### config.mk
export PLATFORM = sky130hd
export DESIGN_NAME = punc_state_dumper
export DESIGN_NICKNAME = d
export VERILOG_FILES = /design/src/rtl/punc_state_dumper.sv
export SDC_FILE = /design/constraint.sdc
export NUM_CORES = 1
export LEC_CHECK = 0
export CAP_MARGIN = 20
export CELL_PAD_IN_SITES_DETAIL_PLACEMENT = 1
export CELL_PAD_IN_SITES_GLOBAL_PLACEMENT = 2
export CORE_ASPECT_RATIO = 0.7
export CORE_UTILIZATION = 34
export DETAILED_ROUTE_END_ITERATION = 6
export GPL_TIMING_DRIVEN = 0
export PLACE_DENSITY_LB_ADDON = 0.1
export RECOVER_POWER = 100
export SLEW_MARGIN = 10
export SYNTH_ARGS = -nofsm -noshare
export SYNTH_HDL_FRONTEND = slang
export SYNTH_SLANG_ARGS = --single-unit
### constraint.sdc
create_clock -name clk -period 6.2 [get_ports clk]
set_clock_uncertainty 0.15 [all_clocks]
set_input_delay 1.24 -clock clk [delete_from_list [all_inputs] [get_ports clk]]
set_output_delay 1.24 -clock clk [all_outputs]
set_load 0.05 [all_outputs]
### src/rtl/punc_state_dumper.sv
`default_nettype none
// ============================================================================
// Module      : punc_state_dumper
// Description : Walks the PUnC debug ports and streams an architectural-state
//               snapshot (PC, R0..R7, memory window) as valid/ready words.
//               A dump starts on a start pulse, or on the rising edge of the
//               internal halt detector when auto_en is set.
// Revision    : 1.0 - initial release
// ============================================================================
module punc_state_dumper #(
  parameter logic [15:0] MEM_BASE    = 16'h3000,
  parameter int unsigned MEM_WORDS   = 16,
  parameter int unsigned HALT_CYCLES = 8
) (
  input  logic        clk,
  input  logic        rst,
  input  logic        start,
  input  logic        auto_en,
  input  logic [15:0] pc_debug_data,
  input  logic [15:0] rf_debug_data,
  input  logic [15:0] mem_debug_data,
  output logic [2:0]  rf_debug_addr,
  output logic [15:0] mem_debug_addr,
  output logic        out_valid,
  input  logic        out_ready,
  output logic [15:0] out_data,
  output logic [1:0]  out_tag,
  output logic [15:0] out_idx,
  output logic        busy,
  output logic        done,
  output logic        halted
);

  // Section tags carried on out_tag
  localparam logic [1:0]  c_TAG_PC    = 2'b00;
  localparam logic [1:0]  c_TAG_RF    = 2'b01;
  localparam logic [1:0]  c_TAG_MEM   = 2'b10;

  // Last register index and last memory index within their sections.
  // c_MEM_LAST is only consulted when the memory window is non-empty.
  localparam logic [15:0] c_RF_LAST   = 16'd7;
  localparam logic [15:0] c_MEM_LAST  = 16'(MEM_WORDS - 1);
  localparam logic        c_MEM_EMPTY = (MEM_WORDS == 0);

  // Halt counter saturates at its 8-bit maximum
  localparam logic [7:0]  c_CNT_MAX   = 8'hFF;
  localparam logic [7:0]  c_HALT_THR  = 8'(HALT_CYCLES);

  typedef enum logic [2:0] {
    S_IDLE   = 3'd0,
    S_PC_RD  = 3'd1,
    S_OUT    = 3'd2,
    S_RF_RD  = 3'd3,
    S_MEM_RD = 3'd4,
    S_FIN    = 3'd5
  } state_t;

  state_t      state_q,    state_d;
  logic [2:0]  rf_addr_q,  rf_addr_d;
  logic [15:0] mem_addr_q, mem_addr_d;
  logic [15:0] idx_q,      idx_d;
  logic        valid_q,    valid_d;
  logic [15:0] data_q,     data_d;
  logic [1:0]  tag_q,      tag_d;
  logic [15:0] oidx_q,     oidx_d;
  logic        busy_q,     busy_d;
  logic        done_q,     done_d;

  logic [15:0] prev_pc_q;
  logic [7:0]  hcnt_q,     hcnt_d;
  logic        halted_q,   halted_d;
  logic        halted_dly_q;

  logic        w_halt_rise;
  logic        w_trigger;

  // Halt detector: count consecutive cycles with an unchanged PC
  always_comb begin
    hcnt_d = 8'd0;
    if (pc_debug_data == prev_pc_q) begin
      hcnt_d = (hcnt_q == c_CNT_MAX) ? c_CNT_MAX : hcnt_q + 8'd1;
    end
    halted_d = (hcnt_d >= c_HALT_THR);
  end

  // A halt only triggers on its 0->1 edge; a steady halt never re-triggers,
  // and an edge seen while busy is simply lost rather than queued.
  assign w_halt_rise = halted_q & ~halted_dly_q;
  assign w_trigger   = start | (auto_en & w_halt_rise);

  // Next-state and datapath: every register holds unless a state updates it
  always_comb begin
    state_d    = state_q;
    rf_addr_d  = rf_addr_q;
    mem_addr_d = mem_addr_q;
    idx_d      = idx_q;
    valid_d    = valid_q;
    data_d     = data_q;
    tag_d      = tag_q;
    oidx_d     = oidx_q;
    busy_d     = busy_q;

    unique case (state_q)
      S_IDLE: begin
        if (w_trigger) begin
          state_d    = S_PC_RD;
          busy_d     = 1'b1;
          rf_addr_d  = 3'd0;
          mem_addr_d = MEM_BASE;
          idx_d      = 16'd0;
        end
      end

      // Read states sample debug data one full cycle after the address moved
      S_PC_RD: begin
        data_d  = pc_debug_data;
        tag_d   = c_TAG_PC;
        oidx_d  = 16'd0;
        valid_d = 1'b1;
        state_d = S_OUT;
      end

      S_RF_RD: begin
        data_d  = rf_debug_data;
        tag_d   = c_TAG_RF;
        oidx_d  = idx_q;
        valid_d = 1'b1;
        state_d = S_OUT;
      end

      S_MEM_RD: begin
        data_d  = mem_debug_data;
        tag_d   = c_TAG_MEM;
        oidx_d  = idx_q;
        valid_d = 1'b1;
        state_d = S_OUT;
      end

      // Word held until accepted; the tag of the word just sent picks the
      // next section step.
      S_OUT: begin
        if (out_ready) begin
          valid_d = 1'b0;
          if (tag_q == c_TAG_PC) begin
            idx_d   = 16'd0;
            state_d = S_RF_RD;
          end else if (tag_q == c_TAG_RF) begin
            if (idx_q != c_RF_LAST) begin
              idx_d     = idx_q + 16'd1;
              rf_addr_d = rf_addr_q + 3'd1;
              state_d   = S_RF_RD;
            end else if (c_MEM_EMPTY) begin
              state_d = S_FIN;
            end else begin
              idx_d   = 16'd0;
              state_d = S_MEM_RD;
            end
          end else begin
            if (idx_q != c_MEM_LAST) begin
              idx_d      = idx_q + 16'd1;
              mem_addr_d = mem_addr_q + 16'd1;
              state_d    = S_MEM_RD;
            end else begin
              state_d = S_FIN;
            end
          end
        end
      end

      S_FIN: begin
        busy_d  = 1'b0;
        state_d = S_IDLE;
      end

      default: begin
        state_d = S_IDLE;
        busy_d  = 1'b0;
        valid_d = 1'b0;
      end
    endcase

    // done is high exactly for the single FIN cycle
    done_d = (state_d == S_FIN);
  end

  // State and output registers; reset aborts any dump in flight
  always_ff @(posedge clk or posedge rst) begin
    if (rst) begin
      state_q      <= S_IDLE;
      rf_addr_q    <= 3'd0;
      mem_addr_q   <= MEM_BASE;
      idx_q        <= 16'd0;
      valid_q      <= 1'b0;
      data_q       <= 16'd0;
      tag_q        <= 2'b00;
      oidx_q       <= 16'd0;
      busy_q       <= 1'b0;
      done_q       <= 1'b0;
      prev_pc_q    <= 16'd0;
      hcnt_q       <= 8'd0;
      halted_q     <= 1'b0;
      halted_dly_q <= 1'b0;
    end else begin
      state_q      <= state_d;
      rf_addr_q    <= rf_addr_d;
      mem_addr_q   <= mem_addr_d;
      idx_q        <= idx_d;
      valid_q      <= valid_d;
      data_q       <= data_d;
      tag_q        <= tag_d;
      oidx_q       <= oidx_d;
      busy_q       <= busy_d;
      done_q       <= done_d;
      prev_pc_q    <= pc_debug_data;
      hcnt_q       <= hcnt_d;
      halted_q     <= halted_d;
      halted_dly_q <= halted_q;
    end
  end

  assign rf_debug_addr  = rf_addr_q;
  assign mem_debug_addr = mem_addr_q;
  assign out_valid      = valid_q;
  assign out_data       = data_q;
  assign out_tag        = tag_q;
  assign out_idx        = oidx_q;
  assign busy           = busy_q;
  assign done           = done_q;
  assign halted         = halted_q;

endmodule
`default_nettype wire

==> run_results.csv <==
group,metric,value,unit
power,ir_worst_vdd,0.179,mV
critical_path,setup.worst_path.start_class,"input port",
cts,clk_latency,0.35,ns
power,power.total,2.65,mW
routing,drt-pass1-iter-count,4,
timing,timing.fmax,0.264,GHz
logic_synthesis,synth_area_per_cell,9.96,sq um
timing,min_period,3.79,ns
logic_synthesis,synth_warnings,0,
final_layout,diodes,0,
place,io_buffers,109,
critical_path,reg2reg_setup_slack,2.88,ns
routing,num_vias,4378,
floorplan,die_area,14900,sq um
critical_path,critPathMostFrequentCell,"clkbuf_1",
floorplan,rows,36,
critical_path,max_stage_delay,0.77,ns
logic_synthesis,synth_fp_nets,549,
floorplan,die_x,145,microns
timing,drv_slew,54,
logic_synthesis,syn_area,4900,sq um
cts,cts_hold_repair.buffers,0,
final_layout,finalNonFillerCells,809,
timing,hold_viol,0,
cts,cts_htree_levels,3,
timing,tightest_slew,2.48,ns
timing,rsz0062_at_grt,"false",
critical_path,critPathCaptureType,"flip-flop",
critical_path,crit_fanout,10,
timing,fin_hold_ws,0.265,ns
cts,clockRootBuffer,"clkbuf_16",
cts,tritoncts,"built",
critical_path,worstPathArrival,3.90,ns
critical_path,worstSetupPathType,"in -> reg",
cts,path_clk_slew,0.07,ns
global_routing,grt_overflow,0,
outcome,status,"finished with violations",
cts,cts.sinks,101,
floorplan,initial_core_util,35.0,%
power,p_leak,2.77,nW
final_layout,fin_nets,671,
place,hpwl,11000,microns
routing,ant_nets,0,
routing,routedWlPerCell,18.8,microns
global_routing,grt_max_degree,55,
place,place_ws,2.33,ns
outcome,failed_checks,"max-capacitance violations, max-slew violations",
critical_path,slowest_stage,"o311ai_0",
final_layout,utilization,46.4,%
timing,post-route-period-util,61.2,%
global_routing,grt_first_pass_wirelength,25200,microns
place,dpl_cell_area,6270,sq um
routing,wl,15200,microns
place,place_inst,793,
logic_synthesis,ys_seq_area_share,51.6,%
cts,cts_inserted_buffers,9,
global_routing,track_usage,22.0,%
worst_hold_path,worstHoldPathType,"reg -> reg",
place,gp_congestion,0.800,
floorplan,core,14000,sq um
run,maxCapViolations,1,
global_routing,antenna_found_initial,0,
timing,final.setup.tns,0,ns
timing,slew_headroom,-66.2,%
final_layout,drive_gt1_share,5.17,%
routing,drt_iter0_drc,137,
cts,ctsResizeCount,0,
timing,finalSetupViolations,0,
cts,post_cts_buffers,0,
routing,drc,0,
floorplan,ios,110,
final_layout,area_delta_synth_final,32.6,%
logic_synthesis,syn_inst,492,
logic_synthesis,async_flop_share,100,%
critical_path,crit_required,6.31,ns
logic_synthesis,synth_flop_cell,"dfrtp_1",
logic_synthesis,synth_cell_type_count,60,
cts,cts_buffer_depth,2,
logic_synthesis,synth_edf_count,0,
routing,drt-vias-per-instance,5.41,
power,powerDensity,409,nW/um^2
final_layout,finalInstanceArea,6490,sq um
logic_synthesis,ys_ff_latch,101,
floorplan,die_y,102,microns
global_routing,first_global_vias,4623,
critical_path,crit_chain,"dlygate4sd3_1, and3b_1, o311ai_0, clkbuf_1, clkbuf_1, and2_0, a31oi_1, o31ai_1",
timing,finalWorstSetupSlack,2.41,ns
==> worst paths after layout <==
path,startpoint,endpoint,depth (start not counted)
worst max-delay path,auto_en,idx_q[12]$_DFFE_PP0P_,8
worst min-delay path,halted$_DFF_PP0_,halted_dly_q$_DFF_PP0_,0
worst max register to register,idx_q[5]$_DFFE_PP0P_,idx_q[3]$_DFFE_PP0P_,7
worst min register to register,halted$_DFF_PP0_,halted_dly_q$_DFF_PP0_,0
max in group asynchronous,rst,idx_q[0]$_DFFE_PP0P_,2
min in group asynchronous,rst,out_data[12]$_DFFE_PP0P_,2
==> per-layer routing <==
| metal | global-route usage [%] | part of all wire (%) | vias to the layer above |
|---|---|---|---|
| met4 | 6.56 | 1.3 | 0 |
| met1 | 32.2 | 52 | 2177 |
| met3 | 4.33 | 4.4 | 15 |
| met2 | 32.7 | 42 | 103 |
| met5 | 0 | 0 | - |
| li1 | - | - | 2083 |
==> placed cells by master (no fill, tap or decap), types with 2 or more instances in the layout <==
cell and n:
ha_1 4, clkbuf_16 9, clkbuf_1 30, nand3_1 30, and2_1 2, nor2b_1 4
o211ai_1 3, o21ai_0 42, inv_1 8, nor2_1 16, a21oi_1 35, o311ai_0 4
nand2_1 48, nand4_1 6, dlygate4sd3_1 75, and3_1 14, clkinv_4 2, or3_1 8
a22o_1 20, or4_1 10, xnor2_1 3, nor3b_1 2, nor4_1 9, a22oi_1 2
dfstp_2 2, nand3b_1 2, inv_6 3, nand2b_1 5, o22ai_1 27, clkdlybuf4s50_1 34
nor3_1 3, or4_4 2, o21ai_1 2, dfrtp_1 99, o31ai_1 4, xor2_1 18
==> logic make-up after synthesis <==
family / count (synthesis) / share of synthesized area (%)
buf+inv: 40 / 3.70
simple gates: 170 / 19.1
fa+ha+maj: 4 / 1.02
compound gates: 153 / 20.1
mux: 3 / 0.664
flops: 101 / 51.6
xor+xnor: 21 / 3.75
==> flip-flops by register name, indices dropped and copies added (netlist names) <==
signal,count
prev_pc_q,16
busy,1
done,1
halted,1
rf_debug_addr,3
state_q,3
out_valid,1
hcnt_q,8
out_data,16
out_tag,2
out_idx,16
mem_debug_addr,16
idx_q,16
halted_dly_q,1
==> power breakdown <==
group | switching (mW) | internal (mW) | total [mW]
logic | 0.843 | 0.370 | 1.21
registers | 0.110 | 0.782 | 0.893
clock network | 0.270 | 0.278 | 0.547
==> synthesized netlist by cell type, types with 2 or more instances <==
| master | count | area [sq um] |
|---|---|---|
| and3_1 | 14 | 87.6 |
| nand4_1 | 6 | 37.5 |
| o21ai_1 | 7 | 35.0 |
| o22ai_1 | 27 | 169 |
| nor4_1 | 8 | 50.1 |
| or4_1 | 9 | 67.6 |
| or3_1 | 8 | 50.1 |
| nand3b_1 | 2 | 15.0 |
| nor2_1 | 16 | 60.1 |
| a22oi_1 | 2 | 15.0 |
| nor4_4 | 2 | 42.5 |
| xor2_1 | 18 | 158 |
| o211ai_1 | 3 | 22.5 |
| nand2_1 | 48 | 180 |
| o21ai_0 | 36 | 180 |
| a21oi_1 | 35 | 175 |
| nor2b_1 | 4 | 25.0 |
| o311ai_0 | 3 | 26.3 |
| nand2b_1 | 5 | 31.3 |
| xnor2_1 | 3 | 26.3 |
| nor3_1 | 3 | 15.0 |
| nand3_1 | 30 | 150 |
| nor3b_1 | 2 | 15.0 |
| or4_4 | 3 | 33.8 |
| ha_1 | 4 | 50.1 |
| inv_1 | 9 | 33.8 |
| a22o_1 | 20 | 175 |
| and2_1 | 3 | 18.8 |
| dfstp_2 | 2 | 52.6 |
| buf_6 | 4 | 45.0 |
| dfrtp_1 | 99 | 2480 |
| o31ai_1 | 4 | 30.0 |
| clkbuf_1 | 26 | 97.6 |
==> worst max-delay path: cells and delay by family <==
kind                   cells  cell delay [ns]
AO/OA/AOI/OAI              3             0.90
buffers and inverters      3             1.29
AND/OR/NAND/NOR            2             0.46
==> area by class of cell <==
type | count | area, sq um
fillers | 1581 | 7510
flip-flops and latches | 101 | 2530
multi-input cells | 351 | 2160
repair buffers | 111 | 1120
well taps | 190 | 238
clock buffers | 9 | 225
plain buffers | 31 | 125
clock inverters | 7 | 56.3
inverters | 9 | 35.0
Power figures use the tool's default switching activity.
